**src/rtl/ixc_mc_pkg.sv**
```systemverilog
// ixc_mc_pkg: shared definitions for the memory-channel credit path.
package ixc_mc_pkg;

    // Credit-message field layout: [31:24] sequence, [23:18] zero, [17:0] count
    localparam int unsigned SEQ_LSB = 24;
    localparam int unsigned CNT_W   = 18;

    // Word-length type, shared with the inbound FIFO acknowledge length
    typedef logic [CNT_W-1:0] len_t;

    // Credit-message sequencer states
    typedef enum logic [1:0] {
        MSG_IDLE = 2'd0,
        MSG_ARM  = 2'd1,
        MSG_SEND = 2'd2
    } msg_state_e;

    // Assemble a credit-return message word
    function automatic logic [31:0] pack_msg(input logic [7:0] seq, input len_t cnt);
        logic [31:0] w;
        w                = '0;
        w[SEQ_LSB +: 8]  = seq;
        w[CNT_W-1:0]     = cnt;
        return w;
    endfunction

endpackage

```
**src/rtl/ixc_mc_toggle_det.sv**
```systemverilog
// ixc_mc_toggle_det: turns the FIFO acknowledge toggle into a one-cycle
// acknowledge strobe. The sampling register follows the toggle even
// during reset, so releasing reset never produces a false acknowledge.
module ixc_mc_toggle_det (
    input  logic clk_i,
    input  logic tgl_i,
    output logic ack_o
);

    logic tgl_q;

    // Unconditional sampling of the toggle (reset-transparent)
    always_ff @(posedge clk_i) begin
        tgl_q <= tgl_i;
    end

    assign ack_o = tgl_i ^ tgl_q;

endmodule

```
**src/rtl/ixc_mc_ack_credit.sv**
```systemverilog
// ixc_mc_ack_credit: credit gate for the memory-channel inbound FIFO and
// batched, sequenced credit-return messages toward the host transport.
module ixc_mc_ack_credit
    import ixc_mc_pkg::*;
#(
    parameter int unsigned CAPACITY = 65536,
    parameter int unsigned THRESH   = 1024,
    parameter int unsigned TIMEOUT  = 255
) (
    input  logic        clk,
    input  logic        rst,
    input  logic        ackClk,
    input  logic [17:0] ackLen,
    input  logic        sndValid,
    input  logic [15:0] sndLen,
    output logic        sndReady,
    output logic        credMsgValid,
    input  logic        credMsgReady,
    output logic [31:0] credMsgData,
    output logic [17:0] credAvail,
    output logic        ovfErr
);

    localparam len_t       CAP_L = len_t'(CAPACITY);
    localparam len_t       THR_L = len_t'(THRESH);
    localparam logic [7:0] TO_L  = 8'(TIMEOUT);

    logic        ack;
    len_t        ack_len;
    logic        hs;
    logic [19:0] out_sum;
    logic [19:0] pend_sum;

    len_t        out_q,   out_d;
    len_t        avail_q, avail_d;
    len_t        pend_q,  pend_d;
    len_t        snap_q,  snap_d;
    logic [7:0]  seq_q,   seq_d;
    logic [7:0]  timer_q, timer_d;
    logic        ovf_q,   ovf_d;
    msg_state_e  state_q, state_d;

    ixc_mc_toggle_det u_tdet (
        .clk_i (clk),
        .tgl_i (ackClk),
        .ack_o (ack)
    );

    assign ack_len = ack ? ackLen : '0;

    // Grant is judged against the registered headroom, which already
    // includes last cycle's send, so a packet can never be double-spent
    assign sndReady = sndValid && !rst && ({2'b00, sndLen} <= avail_q);
    assign hs       = (state_q == MSG_SEND) && credMsgReady;

    // Outstanding/pending word counters with underflow clamp and saturation
    always_comb begin
        ovf_d   = ovf_q;
        out_sum = {2'b00, out_q} + (sndReady ? {4'b0000, sndLen} : 20'd0)
                - {2'b00, ack_len};
        if (out_sum[19]) begin
            out_d = '0;
            ovf_d = 1'b1;
        end else if (out_sum[18]) begin
            out_d = '1;
        end else begin
            out_d = out_sum[17:0];
        end
        avail_d = CAP_L - out_d;

        pend_sum = {2'b00, pend_q} + {2'b00, ack_len}
                 - (hs ? {2'b00, snap_q} : 20'd0);
        if (pend_sum[19:18] != 2'b00) begin
            pend_d = '1;
            ovf_d  = 1'b1;
        end else begin
            pend_d = pend_sum[17:0];
        end
    end

    // Message sequencer: batch pending credit, launch on threshold or timeout
    always_comb begin
        state_d = state_q;
        snap_d  = snap_q;
        seq_d   = seq_q;
        timer_d = (state_q == MSG_ARM) ? timer_q + 8'd1 : '0;
        case (state_q)
            MSG_IDLE: begin
                if (pend_q >= THR_L) begin
                    state_d = MSG_SEND;
                end else if (pend_q != '0) begin
                    state_d = MSG_ARM;
                end
            end
            MSG_ARM: begin
                if ((pend_q >= THR_L) || (timer_q == TO_L)) begin
                    state_d = MSG_SEND;
                end
            end
            MSG_SEND: begin
                if (hs) begin
                    seq_d   = seq_q + 8'd1;
                    state_d = (pend_d == '0) ? MSG_IDLE : MSG_ARM;
                end
            end
            default: state_d = MSG_IDLE;
        endcase
        // Snapshot the count as it stands on the launch edge; later
        // acknowledges accumulate in pending for the next message
        if ((state_d == MSG_SEND) && (state_q != MSG_SEND)) begin
            snap_d = pend_q;
        end
    end

    // State registers with synchronous reset
    always_ff @(posedge clk) begin
        if (rst) begin
            out_q   <= '0;
            avail_q <= CAP_L;
            pend_q  <= '0;
            snap_q  <= '0;
            seq_q   <= '0;
            timer_q <= '0;
            ovf_q   <= 1'b0;
            state_q <= MSG_IDLE;
        end else begin
            out_q   <= out_d;
            avail_q <= avail_d;
            pend_q  <= pend_d;
            snap_q  <= snap_d;
            seq_q   <= seq_d;
            timer_q <= timer_d;
            ovf_q   <= ovf_d;
            state_q <= state_d;
        end
    end

    assign credMsgValid = (state_q == MSG_SEND);
    assign credMsgData  = credMsgValid ? pack_msg(seq_q, snap_q) : '0;
    assign credAvail    = avail_q;
    assign ovfErr       = ovf_q;

endmodule

```
**config.mk**
```make
export PLATFORM = sky130hd
export DESIGN_NAME = ixc_mc_ack_credit
export DESIGN_NICKNAME = d
export VERILOG_FILES = /design/src/rtl/ixc_mc_pkg.sv /design/src/rtl/ixc_mc_toggle_det.sv /design/src/rtl/ixc_mc_ack_credit.sv
export SDC_FILE = /design/constraint.sdc
export NUM_CORES = 1
export LEC_CHECK = 0
export CAP_MARGIN = 5
export CELL_PAD_IN_SITES_DETAIL_PLACEMENT = 1
export CELL_PAD_IN_SITES_GLOBAL_PLACEMENT = 2
export CORE_MARGIN = 5
export CORE_UTILIZATION = 36
export CTS_CLUSTER_SIZE = 10
export DETAILED_ROUTE_END_ITERATION = 16
export GPL_ROUTABILITY_DRIVEN = 0
export PLACE_DENSITY_LB_ADDON = 0.1
export SLEW_MARGIN = 15
export SYNTH_ARGS = -nofsm -noshare
export SYNTH_HDL_FRONTEND = slang
export SYNTH_SLANG_ARGS = --single-unit
```
**constraint.sdc**
```tcl
create_clock -name clk -period 14.55 [get_ports clk]
set_input_delay 1.455 -clock clk [delete_from_list [all_inputs] [get_ports clk]]
set_output_delay 1.455 -clock clk [all_outputs]
set_load 0.02 [all_outputs]
```
After elaboration in Yosys (flattened, before gate mapping). Cells that the tools add are included.

Bits in registers: 92. Latch bits: 0. Bits in writable memories: 0. Memory bits (read-only): 0. Input port bits: 39. Output and inout bits: 53. Word-level logic and storage cells: 53. Memories kept: 0.

Add/sub/neg operators: 7. Multipliers: 0. Divide/modulo/power cells: 0. Order comparisons: 2. Eq/ne operators: 5. Shift-type cells: 0. Mux-type cells: 15. Bitwise gates (word level): 2. Reduce and logical (&&, ||, !) cells: 13.

Operators with widths (count): 18-bit 2-to-1 mux (5); 19-bit by 18-bit subtractor with 20-bit output (2); 32-bit 2-to-1 mux (1); 18-bit by 16-bit adder with 19-bit output (1); 18-bit by 18-bit adder with 19-bit output (1); 18-bit by 11-bit >= comparator with 1-bit output (second input constant) (1); 16-bit by 18-bit <= comparator with 1-bit output (1); 18-bit zero test (1); 18-bit nonzero test (1); 17-bit by 18-bit subtractor with 18-bit output (first input constant) (1); 8-bit by 1-bit adder with 8-bit output (second input constant) (2); 16-bit 2-to-1 mux (1); 8-bit equality test (second input constant) (1); 2-bit 2-to-1 mux (4); 2-bit one-hot mux with 3 select lines (1); 2-bit equality test (second input constant) (2); 1-bit logical AND (4); 2-bit nonzero test (2); 1-bit 2-to-1 mux (3); 2-bit by 1-bit equality test with 1-bit output (second input constant) (1); 2-bit zero test (1); 2-bit != test (second input constant) (1); 2-bit AND reduction (1); 2-bit OR reduction (1); other kinds (4) (4).

Longest topological paths before layout. Gate-level depths: netlist (run 1).

Depth in word-level cells: 12. Gate-level depth with buffers: 29. Depth with buffers taken out: 28.

Cells and area by module. From an unflattened synthesis (run 1), not the netlist that was laid out.

Cells, all modules: 915. Area total of the unflattened synthesis: 7248.2 µm².

By module, submodules not included: ixc_mc_ack_credit (instances 1, cells each 913, area each 7219.4 µm², sequential area each 1801.7 µm²); ixc_mc_toggle_det (instances 1, cells each 2, area each 28.8 µm², sequential area each 20.0 µm²).

Worst setup path after synthesis (run 1). Ideal clock, no wire load.

Path type: input-to-reg. Start: input sndLen[3]. End: register avail_q[16], in the netlist credAvail[16]. Library setup time: 0.114 ns. Arrival: 6.999 ns. Required time: 14.436 ns. Slack: 7.437 ns. Stages on the path: 26. Path buffers: 2. Cell sequence: ha_1 a21o_1 a21oi_1 o221ai_1 a21oi_1 o21ai_0 a221oi_1 o211ai_1 nand2_1 clkbuf_1 nand2_1 fa_1 inv_1 ha_1 nor4_1 a211oi_1 a21oi_1 o211ai_1 a31oi_2 clkbuf_1 o21bai_1 ha_1 nand3b_1 o41a_1 or3_1 a21o_1.

Longest elaborated chain between the ends: 8.

Ends and longest elaborated chain: from (decl) (line ixc_mc_ack_credit.sv:15) `input logic [15:0] sndLen,`; 16-bit by 18-bit <= comparator with 1-bit output (*) (line ixc_mc_ack_credit.sv:53) `assign sndReady = sndValid && !rst && ({2'b00, sndLen} <= avail_q);`; 1-bit logical AND (*) (line ixc_mc_ack_credit.sv:53); via sndReady (line ixc_mc_ack_credit.sv:16) `output logic sndReady,`; 16-bit 2-to-1 mux (*) (line ixc_mc_ack_credit.sv:59) `out_sum = {2'b00, out_q} + (sndReady ? {4'b0000, sndLen} : 20'd0)`; 18-bit by 16-bit adder with 19-bit output (*) (line ixc_mc_ack_credit.sv:59); 19-bit by 18-bit subtractor with 20-bit output (*) (line ixc_mc_ack_credit.sv:60) `- {2'b00, ack_len};`; 18-bit 2-to-1 mux (line ixc_mc_ack_credit.sv:64) `end else if (out_sum[18]) begin`; 18-bit 2-to-1 mux (*) (line ixc_mc_ack_credit.sv:61) `if (out_sum[19]) begin`; 17-bit by 18-bit subtractor with 18-bit output (*) (line ixc_mc_ack_credit.sv:69) `avail_d = CAP_L - out_d;`; to (signal assigned) (line ixc_mc_ack_credit.sv:128) `avail_q <= avail_d;`; to (decl) (line ixc_mc_ack_credit.sv:35) `len_t avail_q, avail_d;`.

The timed path passes the listed nets; every way through them passes the cells marked *. A chain may end at the register's enable or synchronous reset.

Worst setup path after layout (run 1).
Start: input sndLen[5]. End: register avail_q[16], in the netlist credAvail[16].

Longest elaborated chain between the ends: 8.

Ends and longest elaborated chain (line): 16-bit by 18-bit <= comparator with 1-bit output (ixc_mc_ack_credit.sv:53); 1-bit logical AND (ixc_mc_ack_credit.sv:53); 16-bit 2-to-1 mux (*) (ixc_mc_ack_credit.sv:59); 18-bit by 16-bit adder with 19-bit output (*) (ixc_mc_ack_credit.sv:59); 19-bit by 18-bit subtractor with 20-bit output (*) (ixc_mc_ack_credit.sv:60); 18-bit 2-to-1 mux (ixc_mc_ack_credit.sv:64); 18-bit 2-to-1 mux (*) (ixc_mc_ack_credit.sv:61); 17-bit by 18-bit subtractor with 18-bit output (*) (ixc_mc_ack_credit.sv:69).

Mark *: on every way between the ends. The rest lies on a longest branch, timed or not.

==> reports/qor.csv, run 1 <==
stage,metric,value,unit
logic_synthesis,Synth Register Bits,91,
timing,Fmax,117,MHz
cts,TritonCTS clock tree,yes,
run_status,status,"complete, no violations",
timing,Clock Skews,0.0125,ns
timing,final setup fails,0,
die,Starting Density,0.365,
critical_path,CP cell instances,clkdlybuf4s50_1 -> ha_1 -> nand4_1 -> o221ai_1 -> a21oi_1 -> o21ai_0 -> a221oi_1 -> o211ai_1 -> nand2_1 -> and2_1 -> fa_1 -> inv_1 -> fa_1 -> nand2b_1 -> a21oi_1 -> o211a_1 -> o21ai_0 -> a21oi_2 -> a21o_1 -> ha_1 -> nand3b_1 -> o41a_1 -> or3_1 -> a21o_1,
power,Sw Ratio,0.511,
die,die height,153,um
global_routing,total global routing overflow,0,
logic_synthesis,mean area per synthesized cell,7.92,um2
timing,period utilization,0.588,
logic_synthesis,commonest register cell after synthesis,dfxtp_1,
drt,initial detailed-routing violation count,363,
drt,DRT Pass-1 Iters,4,
cells_and_area,post-layout util,0.431,
global_routing,initial antenna violation count,1,
logic_synthesis,ranking of synthesized cells by area,"dfxtp_1, ha_1, fa_1",
critical_path,arrival time at the worst endpoint,8.81,ns
power,sequential share of power,0.183,
timing,normalized max-slew margin,0.362,
timing,unrepaired setup endpoints after global routing,false,
logic_synthesis,Ys Warns,0,
cts,post-cts hold buffer count,0,
run,number of max-cap violations,0,
cells_and_area,Final nets,1130,
global_routing,Total GRT Usage,0.197,
cts,CTS Buf Count,9,
drt,Vias,6414,
place,Port Buffers,85,
cts,post-cts gate resize count,0,
global_routing,first-pass GRT wire length,37.0,mm
drt,remaining antenna violation count after routing,0,
cells_and_area,"commonest non-fill, non-tap cell in the layout",inv_1,
drt,routed vias/inst,5.04,
cts,CTS sink cnt,91,
timing,max-slew violations,0,
cts,CTS root buf,clkbuf_16,
place,"worst slack, placed",5.71,ns
power,Max IR drop VDD,72.6,uV
cts,htree depth,3,
cts,worst-skew pair later-pin latency,0.36,ns
hold_path,Min-Delay Path Class,reg -> reg,
critical_path,Critical Path Max Stage Delay,0.51,ns
cells_and_area,fillers,2458,
power,pwr dens,229,nW/um2
global_routing,largest net degree at the start of global routing,63,
logic_synthesis,asr flop ratio synth,0,
logic_synthesis,Mapped Area,7380,um2
cells_and_area,area grow syn2layout,18.2,%
logic_synthesis,post-synth top area share,0.247,
critical_path,worst setup path class,in -> reg,
die,IO Pins,92,
place,post-DP HPWL,18.2,mm
timing,final hold viol count,0,
logic_synthesis,"Distinct cells, synth",72,
drt,final wirelength,23.0,mm
die,Rows,52,
cts,Post-CTS Setup Inserts,0,
timing,Worst Tran Pin Value,0.957,ns
timing,setup TNS,0,ns
logic_synthesis,"area leader, netlist",dfxtp_1,
critical_path,worst-path maximum fanout,17,
cts,clock slew at reported path FFs,0.08,ns
power,Total Power,2000,uW
cells_and_area,storage element area,1820,um2
timing,final worst slack,5.99,ns
critical_path,Setup crit end kind,flip-flop,
power,Internal Power,979,uW
die,DIE AREA,23500,um2
cells_and_area,Multi-input gate area,4890,um2
logic_synthesis,sequential element share of the synthesized area,0.247,
global_routing,vias in the first global route,6682,
drt,post-route DRC violation count,0,
critical_path,CP Launch Type,input port,
critical_path,"Slowest-stage cell, CP",fa_1,
timing,hold slack,0.450,ns
timing,Final Critical Period,8.56,ns
power,combinational power share,0.697,
power,Lkg Pwr,0.00397,uW
logic_synthesis,"EDFF count, synth",0,
logic_synthesis,post-synthesis cell count,931,
power,Clock power frac,0.120,
cts,Clock Path Buffers,2,
drt,per-cell routed wire length,18.0,um
critical_path,WP data required,14.80,ns
cells_and_area,"commonest cells after routing, fill and taps aside","inv_1, nor2_1, dfxtp_1",
cells_and_area,share of layout cells above drive strength 1,0.0469,
die,core area,20200,um2
power,Sw Pwr,1020,uW
die,die extent in x,153,um
per-layer routing:
metal,global-route usage,vias up,part of all wire
met1,0.282,3028,0.50
met5,0,-,0.00057
met2,0.310,131,0.44
met4,0.0479,2,0.014
met3,0.0322,23,0.043
li1,-,3230,-
kinds of logic after synthesis:
group	count (synthesis)	share of synthesized area
and+or+nand+nor	339	0.234
muxes	21	0.0293
buffers and inverters	172	0.0941
xor gates and xnor gates	42	0.0499
AOI/OAI and AO/OA	171	0.151
adders and majority gates	94	0.195
other	1	0.000508
DFF	91	0.247
path summary, 6_finish.rpt:
kind,startpoint,to,slack [ns],depth (start not counted)
worst max register to register,credAvail[4]$_SDFF_PP0_,credAvail[16]$_SDFF_PP1_,7.16,24
worst min register to register,timer_q[0]$_SDFF_PP0_,timer_q[0]$_SDFF_PP0_,0.45,1
worst max-delay path,sndLen[5],credAvail[16]$_SDFF_PP1_,5.99,24
worst min-delay path,timer_q[0]$_SDFF_PP0_,timer_q[0]$_SDFF_PP0_,0.45,1
area by class of cell:
| class | count | share of cell area |
|---|---|---|
| antenna | 1 | 0.000287 |
| clock buffer | 9 | 0.0258 |
| clock inverter | 7 | 0.00760 |
| inverter | 133 | 0.0572 |
| multi-input combinational | 673 | 0.561 |
| sequential | 91 | 0.209 |
| tap | 270 | 0.0387 |
| timing repair buffer | 89 | 0.100 |
registers in the layout, summed over array words and instances (netlist names):
signal        cells
snap_q           18
timer_q           8
out_q            18
u_tdet.tgl_q      1
credAvail        17
ovfErr            1
state_q           2
seq_q             8
pend_q           18
stage by stage:
step           std cells  instance area, um2
3_3_place_gp        1256                8430
4_1_cts             1272                8720
5_1_grt             1272                8720
3_5_place_dp        1256                8430
2_1_floorplan        936                7400
6_report            1273                8720
power by group through the flow:
| stage | clock network (uW) | logic (uW) | registers [uW] |
|---|---|---|---|
| after global routing | 257 | 1560 | 375 |
| after global placement | 0 | 1380 | 373 |
| after CTS | 249 | 1400 | 368 |
| after detailed placement | 0 | 1380 | 373 |
| after floorplan | 0 | 1020 | 368 |
| final | 241 | 1390 | 366 |
worst max-delay path: cells and delay by family:
| family | cells | cell delay, ns |
|---|---|---|
| AOI/OAI and AO/OA | 12 | 3.32 |
| adders and majority gates | 4 | 1.73 |
| buffers and inverters | 2 | 0.52 |
| and+or+nand+nor | 6 | 1.77 |
synthesized netlist by cell type, drive strengths merged, types with 19 or more instances:
| cell | count |
|---|---|
| dfxtp | 91 |
| nand2 | 66 |
| clkbuf | 28 |
| ha | 59 |
| xor2 | 25 |
| o21ai | 30 |
| inv | 133 |
| fa | 35 |
| and2 | 43 |
| and3 | 28 |
| a21oi | 63 |
| mux2i | 19 |
| nor2 | 106 |
Note: power is estimated with default switching activity, not from simulation.
==> run 2, diff against run 1 <==
Settings changed: CORE_UTILIZATION 36 to 34.
Clock period 14.55 ns to 7.9 ns, I/O delays scaled along.
==> run 2 against run 1 <==
  * First-iteration DRC count fell by 26%
  * Clock-buffer cell count is 1 higher
  * Final area grew 1.0%
  * Cell count is 1.1% higher
  * Worst setup slack worse by 5.1 ns
  * Utilization shrank 1.6 points
  * Critical endpoint unchanged
  * Highest routed layer unchanged
==> reports/qor.csv, run 2 (synthesis results as in run 1) <==
stage,metric,value,unit,change
drt,DRT Pass-1 Iters,4,,unchanged
power,sequential share of power,0.180,,was 0.183
drt,remaining antenna violation count after routing,0,,unchanged
power,Lkg Pwr,0.00403,uW,was 0.00397 uW
cells_and_area,share of layout cells above drive strength 1,0.0553,,was 0.0469
critical_path,Reg-to-Reg Start,credAvail[3]$_SDFF_PP0_,,was credAvail[4]$_SDFF_PP0_
drt,top layer in use,met5,,unchanged
cts,CTS Buf Count,9,,unchanged
critical_path,FF-to-FF path depth,24,,unchanged
global_routing,largest net degree at the start of global routing,61,,was 63
drt,routed vias/inst,5.01,,was 5.04
cts,worst-skew pair later-pin latency,0.37,ns,was 0.36 ns
cts,CTS sink cnt,91,,unchanged
drt,post-route DRC violation count,0,,unchanged
timing,final setup fails,0,,unchanged
cells_and_area,top flop regs,"out_q: 18 flops, pend_q: 18 flops, snap_q: 18 flops",,unchanged
die,Starting Density,0.348,,was 0.365
die,IO Pins,92,,unchanged
cts,Post-CTS Setup Inserts,0,,unchanged
timing,Clock Skews,0.00895,ns,was 0.0125 ns
critical_path,worst setup path class,in -> reg,,unchanged
die,die height,157,um,was 153 um
timing,setup TNS,0,ns,unchanged
global_routing,Total GRT Usage,0.200,,was 0.197
critical_path,RR Endpoint,credAvail[16]$_SDFF_PP1_,,unchanged
power,combinational power share,0.693,,was 0.697
cells_and_area,Antenna Cells,0,,was 1
power,Sw Ratio,0.503,,was 0.511
critical_path,arrival time at the worst endpoint,7.23,ns,was 8.81 ns
power,Clock power frac,0.127,,was 0.120
place,Port Buffers,85,,unchanged
critical_path,Setup crit end kind,flip-flop,,unchanged
cts,CTS root buf,clkbuf_16,,unchanged
global_routing,total global routing overflow,0,,unchanged
drt,Vias,6450,,was 6414
cells_and_area,post-layout util,0.415,,was 0.431
cells_and_area,"commonest non-fill, non-tap cell in the layout",inv_1,,unchanged
hold_path,Worst Hold End,timer_q[0]$_SDFF_PP0_,,unchanged
critical_path,worst-path maximum fanout,10,,was 17
die,DIE AREA,24700,um2,was 23500 um2
timing,period utilization,0.883,,
cts,Clock Path Buffers,2,,unchanged
global_routing,vias in the first global route,6816,,was 6682
place,post-DP HPWL,19.2,mm,was 18.2 mm
critical_path,crit path from,sndLen[3],,was sndLen[5]
die,Rows,53,,was 52
hold_path,worst hold start,timer_q[0]$_SDFF_PP0_,,unchanged
global_routing,initial antenna violation count,2,,was 1
die,core area,21200,um2,was 20200 um2
cells_and_area,Final nets,1140,,was 1130
critical_path,WP data required,8.16,ns,was 14.80 ns
cells_and_area,"commonest cells after routing, fill and taps aside","inv_1, nor2_1, dfxtp_1",,unchanged
power,pwr dens,427,nW/um2,was 229 nW/um2
drt,final wirelength,24.1,mm,was 23.0 mm
timing,normalized max-slew margin,0.417,,was 0.362
drt,WL met1,11.9,mm,was 11.4 mm
cts,post-cts gate resize count,0,,unchanged
power,Sw Pwr,1890,uW,was 1020 uW
timing,Final Critical Period,6.98,ns,
drt,Met3 Wirelength,1.09,mm,was 997 um
run,number of max-cap violations,0,,unchanged
timing,unrepaired setup endpoints after global routing,false,,unchanged
hold_path,Hold Path Stages,1,,unchanged
power,Max IR drop VDD,153,uV,was 72.6 uV
cts,TritonCTS clock tree,yes,,unchanged
drt,initial detailed-routing violation count,267,,was 363
run_status,status,"complete, no violations",,unchanged
cts,clock slew at reported path FFs,0.07,ns,was 0.08 ns
timing,max-slew violations,0,,unchanged
power,Internal Power,1870,uW,was 979 uW
cts,htree depth,3,,unchanged
drt,per-cell routed wire length,18.7,um,was 18.0 um
cts,post-cts hold buffer count,0,,unchanged
critical_path,R2R setup slack,1.43,ns,was 7.16 ns
critical_path,CP Launch Type,input port,,unchanged
hold_path,Min-Delay Path Class,reg -> reg,,unchanged
timing,Fmax,143,MHz,
cells_and_area,area grow syn2layout,19.5,%,was 18.2%
die,die extent in x,157,um,was 153 um
drt,met2 wire len,10.9,mm,was 10.2 mm
global_routing,first-pass GRT wire length,38.4,mm,was 37.0 mm
timing,final hold viol count,0,,unchanged
timing,Worst Tran Pin Value,0.871,ns,was 0.957 ns
==> run 2: routing by layer <==
| layer | up-vias | GRT usage |
|---|---|---|
| li1 | 3246 | - |
| met1 | 3056 | 0.278 |
| met2 | 121 | 0.326 |
| met3 | 23 | 0.0390 |
| met4 | 4 | 0.0401 |
| met5 | - | 0 |
==> run 2: final cells by class <==
type	instances	area (um2)
fill	2560	12400
multi-input combinational	673	4880
sequential	91	1820
timing repair buffer	99	951
inverter	133	499
tap	275	344
clock buffer	10	239
clock inverter	6	72.6
==> run 2: critical path: stages <==
cell             delay [ns]
clkdlybuf4s50_1        0.43
ha_1                   0.31
a21o_1                 0.11
a21oi_1                0.06
o221ai_1               0.17
a21oi_1                0.09
o21ai_0                0.42
a221oi_1               0.17
o211ai_1               0.21
nand2_1                0.28
and2_1                 0.28
fa_1                   0.47
ha_1                   0.33
a211oi_1               0.46
o21ai_0                0.25
a21oi_1                0.42
o211ai_1               0.22
a31oi_2                0.27
o21bai_1               0.19
ha_1                   0.25
nand3b_1               0.09
o41a_1                 0.37
or3_1                  0.39
a21o_1                 0.18
==> run 2: how the worst max path moves through the flow <==
stage	end	slack, ns	depth (start not counted)
4_1_cts	credAvail[16]$_SDFF_PP1_	0.93	24
2_1_floorplan	credAvail[16]$_SDFF_PP1_	1.45	26
5_1_grt	credAvail[16]$_SDFF_PP1_	0.48	23
6_report	credAvail[16]$_SDFF_PP1_	0.92	24
3_3_place_gp	credAvail[16]$_SDFF_PP1_	0.74	24
3_5_place_dp	credAvail[16]$_SDFF_PP1_	0.58	24
==> run 2: through the flow <==
stage                     instance area (um2)  total power (uW)  hold WS (ns)  worst slack, ns  cells
after global placement                   8500              3300         0.431            0.737   1271
after floorplan                          7400              2560         0.413             1.45    936
after detailed placement                 8500              3290         0.440            0.582   1271
after CTS                                8810              3800         0.458            0.932   1287
after global routing                     8810              4130         0.498            0.476   1287
final                                    8810              3760         0.450            0.924   1287
==> run 2: power groups by stage <==
stage | Combinational [uW] | Clock [uW] | Sequential [uW]
after global routing | 2930 | 507 | 693
after floorplan | 1880 | 0 | 678
final | 2610 | 479 | 676
after global placement | 2610 | 0 | 688
after detailed placement | 2600 | 0 | 688
after CTS | 2630 | 492 | 678
==> run 3, diff against run 2 <==
Settings changed: MAX_ROUTING_LAYER set to met4.
==> run 3 against run 2 <==
  * Die area stayed put
  * Combinational power hardly changed
  * Hold slack better by 0.0027 ns
  * Global-route usage is 0.60 points higher
  * Via count hardly changed
  * Highest routed layer is now met4
  * Utilization hardly changed
  * Largest power group unchanged
  * Worst setup slack better by 0.033 ns
  * Non-clock buffer count stayed put
  * Register-to-register slack better by 0.04 ns
==> reports/qor.csv, run 3 (synthesis results as in run 1) <==
stage,metric,value,unit,change
cts,htree depth,3,,unchanged
die,DIE AREA,24700,um2,unchanged
critical_path,cell family with most CP delay,compound AO/OA/AOI/OAI gates,,unchanged
critical_path,crit path buf inv count,1,,unchanged
critical_path,crit path from,sndLen[3],,unchanged
critical_path,Critical Path Max Stage Delay,0.47,ns,about the same
hold_path,Min-Delay Path Class,reg -> reg,,unchanged
die,die height,157,um,unchanged
drt,post-route DRC violation count,0,,unchanged
cts,CTS Buf Count,9,,unchanged
critical_path,FF-to-FF path depth,24,,unchanged
power,Clock power frac,0.127,,about the same
critical_path,"Slowest-stage cell, CP",fa_1,,unchanged
timing,normalized max-slew margin,0.421,,was 0.417
cts,TritonCTS clock tree,yes,,unchanged
critical_path,worst setup path class,in -> reg,,unchanged
hold_path,worst hold start,timer_q[0]$_SDFF_PP0_,,unchanged
timing,final setup fails,0,,unchanged
die,core area,21200,um2,unchanged
cts,worst-skew pair later-pin latency,0.36,ns,was 0.37 ns
timing,unrepaired setup endpoints after global routing,false,,unchanged
power,pwr dens,427,nW/um2,about the same
cts,CTS sink cnt,91,,unchanged
critical_path,Reg-to-Reg Start,credAvail[3]$_SDFF_PP0_,,unchanged
critical_path,WP data required,8.16,ns,about the same
run,number of max-cap violations,0,,unchanged
drt,remaining antenna violation count after routing,0,,unchanged
global_routing,total global routing overflow,0,,unchanged
place,Port Buffers,85,,unchanged
critical_path,worst-path maximum fanout,10,,unchanged
cts,Clock Path Buffers,2,,unchanged
cells_and_area,area grow syn2layout,19.5,%,about the same
cts,clock slew at reported path FFs,0.07,ns,about the same
timing,Final Critical Period,6.94,ns,was 6.98 ns
critical_path,CP cell instances,clkdlybuf4s50_1 -> ha_1 -> a21o_1 -> a21oi_1 -> o221ai_1 -> a21oi_1 -> o21ai_0 -> a221oi_1 -> o211ai_1 -> nand2_1 -> and2_1 -> fa_1 -> ha_1 -> a211oi_1 -> o21ai_0 -> a21oi_1 -> o211ai_1 -> a31oi_2 -> o21bai_1 -> ha_1 -> nand3b_1 -> o41a_1 -> or3_1 -> a21o_1,,unchanged
global_routing,vias in the first global route,6820,,was 6816
drt,DRT Pass-1 Iters,4,,unchanged
power,Internal Power,1870,uW,about the same
timing,Fmax,144,MHz,was 143 MHz
cells_and_area,"commonest non-fill, non-tap cell in the layout",inv_1,,unchanged
global_routing,largest net degree at the start of global routing,61,,unchanged
run_status,status,"complete, no violations",,unchanged
power,Sw Pwr,1890,uW,about the same
power,sequential share of power,0.180,,about the same
drt,final wirelength,24.1,mm,about the same
timing,final hold viol count,0,,unchanged
drt,routed vias/inst,5.00,,was 5.01
place,post-DP HPWL,19.2,mm,unchanged
power,combinational power share,0.693,,about the same
die,die extent in x,157,um,unchanged
critical_path,RR Endpoint,credAvail[16]$_SDFF_PP1_,,unchanged
timing,setup TNS,0,ns,unchanged
drt,per-cell routed wire length,18.7,um,about the same
hold_path,Hold Path Stages,1,,unchanged
critical_path,CP Depth,24,,unchanged
critical_path,CP Launch Type,input port,,unchanged
critical_path,Setup crit end kind,flip-flop,,unchanged
timing,Clock Skews,0.00784,ns,was 0.00895 ns
timing,period utilization,0.879,,was 0.883
global_routing,first-pass GRT wire length,38.4,mm,about the same
critical_path,arrival time at the worst endpoint,7.20,ns,was 7.23 ns
critical_path,R2R setup slack,1.47,ns,was 1.43 ns
cts,CTS root buf,clkbuf_16,,unchanged
hold_path,Worst Hold End,timer_q[0]$_SDFF_PP0_,,unchanged
timing,hold slack,0.452,ns,was 0.450 ns
drt,initial detailed-routing violation count,259,,was 267
cells_and_area,share of layout cells above drive strength 1,0.0553,,unchanged
die,IO Pins,92,,unchanged
drt,Vias,6446,,was 6450
power,Max IR drop VDD,153,uV,about the same
power,Lkg Pwr,0.00403,uW,about the same
die,Rows,53,,unchanged
global_routing,initial antenna violation count,2,,unchanged
global_routing,Total GRT Usage,0.206,,was 0.200
cells_and_area,top flop regs,"out_q: 18 flops, pend_q: 18 flops, snap_q: 18 flops",,unchanged
cells_and_area,"commonest cells after routing, fill and taps aside","inv_1, nor2_1, dfxtp_1",,unchanged
cts,Post-CTS Setup Inserts,0,,unchanged
timing,Worst Tran Pin Value,0.865,ns,was 0.871 ns
cts,post-cts hold buffer count,0,,unchanged
die,Starting Density,0.348,,unchanged
cts,post-cts gate resize count,0,,unchanged
cells_and_area,Final nets,1140,,unchanged
timing,max-slew violations,0,,unchanged
cells_and_area,fillers,2560,,unchanged
power,Sw Ratio,0.503,,about the same
run 3: cell types whose count changed in the layout (fill, tap and decap cells not counted):
cell	before	now
diode_2	0	2
run 3: cell type report:
cell class | instances | area [um2] | share of cell area
Clock inverter | 6 | 72.6 | 0.00823
Tap cell | 275 | 344 | 0.0390
Clock buffer | 10 | 239 | 0.0271
Inverter | 133 | 499 | 0.0566
Sequential cell | 91 | 1820 | 0.207
Antenna cell | 2 | 5.00 | 0.000568
Multi-Input combinational cell | 673 | 4880 | 0.554
Timing Repair Buffer | 99 | 951 | 0.108
run 3: worst max path at each step:
stage                               endpoint  slack (ns)
floorplan           credAvail[16]$_SDFF_PP1_        1.45
global placement    credAvail[16]$_SDFF_PP1_        0.74
detailed placement  credAvail[16]$_SDFF_PP1_        0.58
CTS                 credAvail[16]$_SDFF_PP1_        0.93
global route        credAvail[16]$_SDFF_PP1_        0.48
finish              credAvail[16]$_SDFF_PP1_        0.96
run 3: power by group through the flow:
stage                     combinational (uW)  clock, uW  sequential, uW
after floorplan                         1880          0             678
after global placement                  2610          0             688
after detailed placement                2600          0             688
after CTS                               2630        492             678
after global routing                    2930        508             693
final                                   2610        477             676
run 3: metal layers:
metal / part of all wire / vias up / wire length [um] / global-route usage
met5: 0 / - / 0 / -
met4: 0.010 / 0 / 242 / 0.0389
met3: 0.052 / 19 / 1240 / 0.0357
met2: 0.45 / 125 / 10800 / 0.326
met1: 0.49 / 3050 / 11800 / 0.280
li1: - / 3252 / - / -
run 3: metrics by stage:
step	std cells	power [uW]	utilization	setup WS [ns]	area [um2]
6_report	1289	3760	0.416	0.957	8820
5_1_grt	1289	4130	0.416	0.478	8820
4_1_cts	1287	3800	0.415	0.932	8810
3_5_place_dp	1271	3290	0.401	0.582	8500
3_3_place_gp	1271	3300	0.401	0.737	8500
2_1_floorplan	936	2560	-	1.45	7400
